==> config.mk <==
export PLATFORM = sky130hd
export DESIGN_NAME = mem_access_unit
export DESIGN_NICKNAME = d
export VERILOG_FILES = /design/src/rtl/mem_pkg.sv /design/src/rtl/mem_load_align.sv /design/src/rtl/mem_access_unit.sv
export SDC_FILE = /design/constraint.sdc
export NUM_CORES = 1
export LEC_CHECK = 0
export ABC_AREA = 1
export BUFFER_PORTS_ARGS = -buffer_cell sky130_fd_sc_hd__buf_2
export CORE_ASPECT_RATIO = 1.25
export CORE_MARGIN = 1
export CORE_UTILIZATION = 40
export DETAILED_ROUTE_END_ITERATION = 10
export PLACE_DENSITY = 0.65
export SKIP_LAST_GASP = 1
export SLEW_MARGIN = 20
export SYNTH_ARGS = -nofsm -noshare
export SYNTH_HDL_FRONTEND = slang
export SYNTH_SLANG_ARGS = --single-unit
==> constraint.sdc <==
create_clock -name clk -period 2.6 [get_ports clk]
set_input_delay 0.13 -clock clk [delete_from_list [all_inputs] [get_ports clk]]
set_output_delay 0.13 -clock clk [all_outputs]
set_load 0.03 [all_outputs]
==> src/rtl/mem_pkg.sv <==
// mem_pkg: types and constants shared by the memory-access stage.
//   state_e          IDLE / BUSY state encoding of the access FSM
//   LB..SW           funct3 encodings for loads and stores
//   DEFAULT_TIMEOUT  default bound on the wait for dmem_ack
//   helpers          alignment check, store byte enables, store lane replication
package mem_pkg;

    typedef enum logic {IDLE = 1'b0, BUSY = 1'b1} state_e;

    localparam logic [2:0] LB  = 3'b000;
    localparam logic [2:0] LH  = 3'b001;
    localparam logic [2:0] LW  = 3'b010;
    localparam logic [2:0] LBU = 3'b100;
    localparam logic [2:0] LHU = 3'b101;
    localparam logic [2:0] SB  = 3'b000;
    localparam logic [2:0] SH  = 3'b001;
    localparam logic [2:0] SW  = 3'b010;

    localparam int DEFAULT_TIMEOUT = 255;

    // size is funct3[1:0]: 00 byte, 01 half, anything else is treated as a word
    function automatic logic is_aligned(logic [1:0] size, logic [1:0] a);
        case (size)
            2'b00:   return 1'b1;
            2'b01:   return ~a[0];
            default: return (a == 2'b00);
        endcase
    endfunction

    function automatic logic [3:0] byte_en(logic [1:0] size, logic [1:0] a);
        case (size)
            2'b00:   return 4'b0001 << a;
            2'b01:   return a[1] ? 4'b1100 : 4'b0011;
            default: return 4'b1111;
        endcase
    endfunction

    // Replicate narrow store data into every lane so the byte enables alone
    // decide which bytes the memory updates.
    function automatic logic [31:0] store_data(logic [1:0] size, logic [31:0] d);
        case (size)
            2'b00:   return {4{d[7:0]}};
            2'b01:   return {2{d[15:0]}};
            default: return d;
        endcase
    endfunction

endpackage

==> src/rtl/mem_load_align.sv <==
// mem_load_align: combinational load-data lane select and extension.
//   rdata_i   raw 32-bit word returned by data memory
//   addr_i    byte offset of the access within the word
//   funct3_i  load type (LB/LH/LW/LBU/LHU)
//   data_o    selected lane(s), sign- or zero-extended to 32 bits
module mem_load_align
    import mem_pkg::*;
(
    input  logic [31:0] rdata_i,
    input  logic [1:0]  addr_i,
    input  logic [2:0]  funct3_i,
    output logic [31:0] data_o
);

    logic [7:0]  byte_sel;
    logic [15:0] half_sel;

    always_comb begin
        case (addr_i)
            2'd0:    byte_sel = rdata_i[7:0];
            2'd1:    byte_sel = rdata_i[15:8];
            2'd2:    byte_sel = rdata_i[23:16];
            default: byte_sel = rdata_i[31:24];
        endcase
        half_sel = addr_i[1] ? rdata_i[31:16] : rdata_i[15:0];

        case (funct3_i)
            LB:      data_o = {{24{byte_sel[7]}}, byte_sel};
            LH:      data_o = {{16{half_sel[15]}}, half_sel};
            LBU:     data_o = {24'h0, byte_sel};
            LHU:     data_o = {16'h0, half_sel};
            default: data_o = rdata_i;
        endcase
    end

endmodule

==> src/rtl/mem_access_unit.sv <==
// mem_access_unit: MM pipeline stage driving a request/ack data memory port.
//   clk, rst_n             clock, asynchronous active-low reset
//   ex_valid ... funct3_in EX/MM register contents, qualified by ex_valid
//   flush                  squash the operation in this stage
//   dmem_*                 data memory request port (word address, byte enables)
//   wb_valid ... rd_out    MM/WB register contents
//   stall_out              high while a memory access is outstanding
//   misaligned_err, bus_err one-cycle error pulses, coincident with wb_valid
module mem_access_unit
    import mem_pkg::*;
#(
    parameter int DATA_WIDTH     = 32,   // only 32 is supported
    parameter int TIMEOUT_CYCLES = DEFAULT_TIMEOUT
) (
    input  logic                  clk,
    input  logic                  rst_n,
    input  logic                  ex_valid,
    input  logic                  reg_write_in,
    input  logic                  mem_read_in,
    input  logic                  mem_write_in,
    input  logic [DATA_WIDTH-1:0] alu_result_in,
    input  logic [DATA_WIDTH-1:0] write_data_in,
    input  logic [4:0]            rd_in,
    input  logic [2:0]            funct3_in,
    input  logic                  flush,
    output logic                  dmem_req,
    output logic                  dmem_we,
    output logic [DATA_WIDTH-1:0] dmem_addr,
    output logic [DATA_WIDTH-1:0] dmem_wdata,
    output logic [3:0]            dmem_be,
    input  logic [DATA_WIDTH-1:0] dmem_rdata,
    input  logic                  dmem_ack,
    output logic                  wb_valid,
    output logic                  reg_write_out,
    output logic [DATA_WIDTH-1:0] mem_data_out,
    output logic [DATA_WIDTH-1:0] alu_result_out,
    output logic [4:0]            rd_out,
    output logic                  stall_out,
    output logic                  misaligned_err,
    output logic                  bus_err
);

    localparam int CW = $clog2(TIMEOUT_CYCLES + 1);

    state_e                state_q, state_d;
    logic [DATA_WIDTH-1:0] addr_q, addr_d, wdata_q, wdata_d;
    logic [3:0]            be_q, be_d;
    logic                  we_q, we_d, regw_q, regw_d, squash_q, squash_d;
    logic [4:0]            rd_q, rd_d;
    logic [2:0]            f3_q, f3_d;
    logic [CW-1:0]         cnt_q, cnt_d;

    logic                  wbv_q, wbv_d, wbrw_q, wbrw_d, mis_q, mis_d, berr_q, berr_d;
    logic [DATA_WIDTH-1:0] mdata_q, mdata_d, alu_q, alu_d;
    logic [4:0]            rdo_q, rdo_d;

    logic [DATA_WIDTH-1:0] load_data;
    logic                  kill;

    mem_load_align u_align (
        .rdata_i  (dmem_rdata),
        .addr_i   (addr_q[1:0]),
        .funct3_i (f3_q),
        .data_o   (load_data)
    );

    // A flush arriving in the same cycle as the ack squashes just like an earlier one.
    assign kill = squash_q | flush;

    always_comb begin
        state_d  = state_q;
        addr_d   = addr_q;
        wdata_d  = wdata_q;
        be_d     = be_q;
        we_d     = we_q;
        regw_d   = regw_q;
        squash_d = squash_q;
        rd_d     = rd_q;
        f3_d     = f3_q;
        cnt_d    = cnt_q;
        wbv_d    = 1'b0;
        mis_d    = 1'b0;
        berr_d   = 1'b0;
        wbrw_d   = wbrw_q;
        mdata_d  = mdata_q;
        alu_d    = alu_q;
        rdo_d    = rdo_q;

        case (state_q)
            IDLE: begin
                if (ex_valid && !flush) begin
                    alu_d = alu_result_in;
                    rdo_d = rd_in;
                    if (mem_read_in || mem_write_in) begin
                        if (is_aligned(funct3_in[1:0], alu_result_in[1:0])) begin
                            state_d  = BUSY;
                            addr_d   = alu_result_in;
                            wdata_d  = store_data(funct3_in[1:0], write_data_in);
                            be_d     = byte_en(funct3_in[1:0], alu_result_in[1:0]);
                            we_d     = mem_write_in & ~mem_read_in;
                            regw_d   = reg_write_in & mem_read_in;
                            rd_d     = rd_in;
                            f3_d     = funct3_in;
                            cnt_d    = '0;
                            squash_d = 1'b0;
                        end else begin
                            wbv_d  = 1'b1;
                            mis_d  = 1'b1;
                            wbrw_d = 1'b0;
                        end
                    end else begin
                        wbv_d  = 1'b1;
                        wbrw_d = reg_write_in;
                    end
                end
            end
            BUSY: begin
                if (flush) squash_d = 1'b1;
                if (dmem_ack) begin
                    state_d = IDLE;
                    wbv_d   = ~kill;
                    wbrw_d  = regw_q;
                    rdo_d   = rd_q;
                    alu_d   = addr_q;
                    if (!we_q) mdata_d = load_data;
                end else if (cnt_q == CW'(TIMEOUT_CYCLES - 1)) begin
                    // A squashed access that times out is dropped silently.
                    state_d = IDLE;
                    wbv_d   = ~kill;
                    berr_d  = ~kill;
                    wbrw_d  = 1'b0;
                    rdo_d   = rd_q;
                    alu_d   = addr_q;
                end else begin
                    cnt_d = cnt_q + CW'(1);
                end
            end
            default: state_d = IDLE;
        endcase
    end

    always_ff @(posedge clk or negedge rst_n) begin
        if (!rst_n) begin
            state_q  <= IDLE;
            addr_q   <= '0;
            wdata_q  <= '0;
            be_q     <= '0;
            we_q     <= 1'b0;
            regw_q   <= 1'b0;
            squash_q <= 1'b0;
            rd_q     <= '0;
            f3_q     <= '0;
            cnt_q    <= '0;
            wbv_q    <= 1'b0;
            wbrw_q   <= 1'b0;
            mis_q    <= 1'b0;
            berr_q   <= 1'b0;
            mdata_q  <= '0;
            alu_q    <= '0;
            rdo_q    <= '0;
        end else begin
            state_q  <= state_d;
            addr_q   <= addr_d;
            wdata_q  <= wdata_d;
            be_q     <= be_d;
            we_q     <= we_d;
            regw_q   <= regw_d;
            squash_q <= squash_d;
            rd_q     <= rd_d;
            f3_q     <= f3_d;
            cnt_q    <= cnt_d;
            wbv_q    <= wbv_d;
            wbrw_q   <= wbrw_d;
            mis_q    <= mis_d;
            berr_q   <= berr_d;
            mdata_q  <= mdata_d;
            alu_q    <= alu_d;
            rdo_q    <= rdo_d;
        end
    end

    // Request and stall follow the state directly so reset drops them at once.
    assign stall_out      = (state_q == BUSY);
    assign dmem_req       = (state_q == BUSY);
    assign dmem_we        = we_q;
    assign dmem_addr      = {addr_q[DATA_WIDTH-1:2], 2'b00};
    assign dmem_wdata     = wdata_q;
    assign dmem_be        = be_q;
    assign wb_valid       = wbv_q;
    assign reg_write_out  = wbrw_q;
    assign mem_data_out   = mdata_q;
    assign alu_result_out = alu_q;
    assign rd_out         = rdo_q;
    assign misaligned_err = mis_q;
    assign bus_err        = berr_q;

endmodule

==> reports/metrics.csv <==
stage,metric,value,unit
synth,sequential_to_total_area_share_from_yosys_stat,0.504,
drt,firstDrtPassIters,5,
clocking,cts-buffers-inserted,17,
setup_path,worst-r2r-cell-count,8,
synth,ys_dominant_reg_cell,sky130_fd_sc_hd__dfrtp_1,
synth,mapped_area,0.00799,sq mm
timing,clock.fmax,448,MHz
synth,postSynthAreaPerCell,8.16,sq um
placed_design,gp_routability_congestion,0.831,
setup_path,worst-endpoint-required,2960,ps
synth,yosysTopAreaCell,sky130_fd_sc_hd__dfrtp_1,
global_routing,globalRouteTotalUtil,0.221,
setup_path,cp_slowest_stage_delay,580,ps
global_routing,globalRoute.totalOverflow,0,
clocking,cts-htree-levels,4,
layout,share_of_layout_cells_above_drive_strength_1,0.274,
layout,final-instance-count-excl-fill,1526,
drt,antenna_violating_nets_post_route,0,
timing,final.setup.tns,0,ps
placed_design,placement.cell_area,0.00915,sq mm
setup_path,worst-path-max-fanout,26,
global_routing,grt_pass1_vias,7140,
floorplanning,floorplan.initialDensity,0.409,
synth,synth_edf_count,0,
power,standby_leakage_power,5.66,nW
setup_path,reg2reg_setup_slack,370,ps
timing,worst_pin_slew,951,ps
timing,setup_viol,0,
clocking,ctsLongestPathBuffers,2,
setup_path,timing.critical_path.max_delay_family,buffers and inverters,
layout,syn2layout_area_growth,30.9,%
placed_design,dpl.cell_count,1424,
clocking,post_cts_buffers,0,
synth,synthDistinctLibCells,32,
synth,yosys.area.top_type_share,0.504,
timing,relSlewSlack,0.365,
worst_hold_path,hold_end,misaligned_err,
worst_hold_path,holdCritPathClass,in2reg,
run_status,outcome,completed,
power,pwr_density_cell,926,mW/mm^2
floorplanning,die_y,160,microns
floorplanning,placement_rows,57,
power,vdd_drop_max,0.000437,V
clocking,cts.sinks,161,
timing,finalHoldViolations,0,
setup_path,worstReg2RegStart,dmem_req,
global_routing,grt_start_max_net_pins,79,
setup_path,critical_path.endpoint_type,register,
placed_design,numPortBuffers,253,
floorplanning,io_pins,256,
drt,drcViolationCount,0,
setup_path,critical_path_buf_inv_count,3,
layout,diodes,0,
global_routing,wire_length_of_the_first_global_routing_pass,35500,microns
drt,dr.first_iter.drc_count,460,
synth,synth.yosys.warnings,0,
synth,synth_seq_cells,161,
setup_path,critPathSlowestCell,sky130_fd_sc_hd__dlygate4sd3_1,
worst_hold_path,hold_path_depth,3,
layout,post-route-cell-area,0.0105,sq mm
setup_path,worstPathCellList,"inv_2, nand3_1, nor2_1, nand2_4, inv_2, nand3_1, dlygate4sd3_1, o21ai_1",
synth,ys_top_cells_by_area,"sky130_fd_sc_hd__dfrtp_1, sky130_fd_sc_hd__nand2_1, sky130_fd_sc_hd__o21ai_1, sky130_fd_sc_hd__o21ai_0, sky130_fd_sc_hd__inv_1",
drt,routed_wl,22100,microns
setup_path,crit-reg2reg-capture,regw_q,
global_routing,grt_antenna_before_repair,0,
layout,num-nets-final,1362,
floorplanning,design.core.area,0.0195,sq mm
floorplanning,floorplan.die_area,0.0206,sq mm
worst_hold_path,hp-start,ex_valid,
drt,routed-via-count,7290,
clocking,clk_latency,430,ps
drt,routed_wire_length_per_instance,14.5,microns
setup_path,critical_path_class,reg2reg,
timing,final.min_clock_period,2230,ps
clocking,cts.root.buffer_cell,sky130_fd_sc_hd__clkbuf_16,
setup_path,critical_path_arrival,2590,ps
timing,final.setup_skew,11.5,ps
timing,fin_hold_ws,19.5,ps
synth,syn_inst,980,
timing,timing_max_transition_violations_final,0,
power,fin_total_pwr,9.68,mW
drt,avgViaCountPerCell,4.78,
run,max-cap-violations,0,
placed_design,dp_hpwl,14900,microns
clocking,worst_setup_hold_path_clk_slew,70,ps
floorplanning,width_of_the_die,128,microns
timing,grt_setup_unrepaired,no,
synth,async_reset_ff_frac,1.00,
clocking,tritoncts,done,
setup_path,setup.worst_path.start_class,register,
timing,post-route-period-util,0.858,
==> metrics by stage <==
step	worst slack, ps	util
after floorplan	1030	-
after global placement	836	0.468
after detailed placement	831	0.468
after CTS	340	0.535
after global routing	80.7	0.535
final	369	0.535
==> worst min-delay path: stages <==
cell and delay, ps:
sky130_fd_sc_hd__buf_2 110, sky130_fd_sc_hd__nand3_1 110, sky130_fd_sc_hd__nor3_1 60
==> synth_stat cells, types with 3 or more instances <==
master / number
sky130_fd_sc_hd__xor2_1: 4
sky130_fd_sc_hd__nand2_1: 302
sky130_fd_sc_hd__o211ai_1: 15
sky130_fd_sc_hd__inv_2: 3
sky130_fd_sc_hd__dfrtp_1: 161
sky130_fd_sc_hd__a21oi_1: 46
sky130_fd_sc_hd__nand3_1: 60
sky130_fd_sc_hd__o21ai_0: 68
sky130_fd_sc_hd__o21ai_2: 10
sky130_fd_sc_hd__buf_6: 17
sky130_fd_sc_hd__nor2_1: 15
sky130_fd_sc_hd__nor2_2: 3
sky130_fd_sc_hd__clkbuf_1: 26
sky130_fd_sc_hd__buf_4: 37
sky130_fd_sc_hd__nand4_1: 4
sky130_fd_sc_hd__or2_2: 24
sky130_fd_sc_hd__inv_1: 81
sky130_fd_sc_hd__nand2_2: 3
sky130_fd_sc_hd__buf_2: 10
sky130_fd_sc_hd__o21ai_1: 73
==> cell usage in the layout, fill, tap and decap left out, types with 3 or more instances in the layout <==
master                          count
sky130_fd_sc_hd__nand3_1           60
sky130_fd_sc_hd__or2_2             24
sky130_fd_sc_hd__nor2_2             3
sky130_fd_sc_hd__inv_2              3
sky130_fd_sc_hd__buf_2            252
sky130_fd_sc_hd__bufinv_16          3
sky130_fd_sc_hd__o21ai_2           10
sky130_fd_sc_hd__a21oi_1           46
sky130_fd_sc_hd__dfrtp_1          161
sky130_fd_sc_hd__nor2_1            15
sky130_fd_sc_hd__clkbuf_16         17
sky130_fd_sc_hd__buf_4             11
sky130_fd_sc_hd__buf_12             4
sky130_fd_sc_hd__nand4_1            4
sky130_fd_sc_hd__nand2_1          302
sky130_fd_sc_hd__xor2_1             4
sky130_fd_sc_hd__inv_6              3
sky130_fd_sc_hd__o211ai_1          15
sky130_fd_sc_hd__o21ai_0           68
sky130_fd_sc_hd__o21ai_1           73
sky130_fd_sc_hd__inv_1             81
sky130_fd_sc_hd__nand2_4            3
sky130_fd_sc_hd__dlygate4sd3_1     70
==> per-layer routing <==
| metal | global-route usage | routed length (microns) | part of all wire | vias up |
|---|---|---|---|---|
| met1 | 0.263 | 9290 | 0.42 | 3333 |
| met3 | 0.0543 | 1230 | 0.056 | 38 |
| li1 | - | - | - | 3661 |
| met4 | 0.0898 | 537 | 0.024 | 0 |
| met2 | 0.376 | 11100 | 0.50 | 258 |
| met5 | 0 | 0 | 0 | - |
==> sequential cells by signal, indices dropped and copies added (netlist names), 3 cells and up <==
| name | cells |
|---|---|
| cnt_q | 8 |
| rd_out | 5 |
| alu_result_out | 32 |
| addr_q | 32 |
| mem_data_out | 32 |
| f3_q | 3 |
| rd_q | 5 |
| dmem_be | 4 |
| dmem_wdata | 32 |
==> kinds of logic after synthesis <==
logic type / after synthesis / share of synthesized area
adder cells (fa/ha/maj): 2 / 0.00313
XOR/XNOR: 4 / 0.00438
buffers and inverters: 174 / 0.117
multiplexers: 1 / 0.00125
AO/OA/AOI/OAI: 219 / 0.148
flip-flops: 161 / 0.504
AND/OR/NAND/NOR: 418 / 0.222
other: 1 / 0.000469
==> report_power, final <==
part           internal, mW  leakage [nW]  switching, mW  total, mW
sequential             3.16          2.01          0.401       3.57
combinational          1.09          3.35           2.40       3.49
clock                  1.57         0.298           1.06       2.63
total                  5.82          5.66           3.86       9.68
==> worst max path at each step <==
| stage | startpoint | endpoint | cells past startpoint |
|---|---|---|---|
| floorplan | dmem_req | mem_data_out[26] | 8 |
| global placement | dmem_req | mem_data_out[18] | 7 |
| detailed placement | addr_q[1] | mem_data_out[27] | 8 |
| CTS | dmem_req | regw_q | 8 |
| global route | dmem_req | regw_q | 8 |
| finish | dmem_req | regw_q | 8 |
==> layout make-up <==
cell class / instances / area, sq um
inverters: 84 / 315
clock buffers: 21 / 460
repair buffers: 338 / 2140
fillers: 1815 / 9080
flip-flops and latches: 161 / 4030
clock inverters: 11 / 151
multi-input cells: 646 / 3040
well taps: 265 / 332
==> what timing repair did <==
action	in CTS	in global routing
gates resized for setup	0	0
hold buffers	70	0
endpoints found under the hold margin	142	0
endpoints found under the setup margin	0	0
Note: power is estimated with default switching activity, not from simulation.
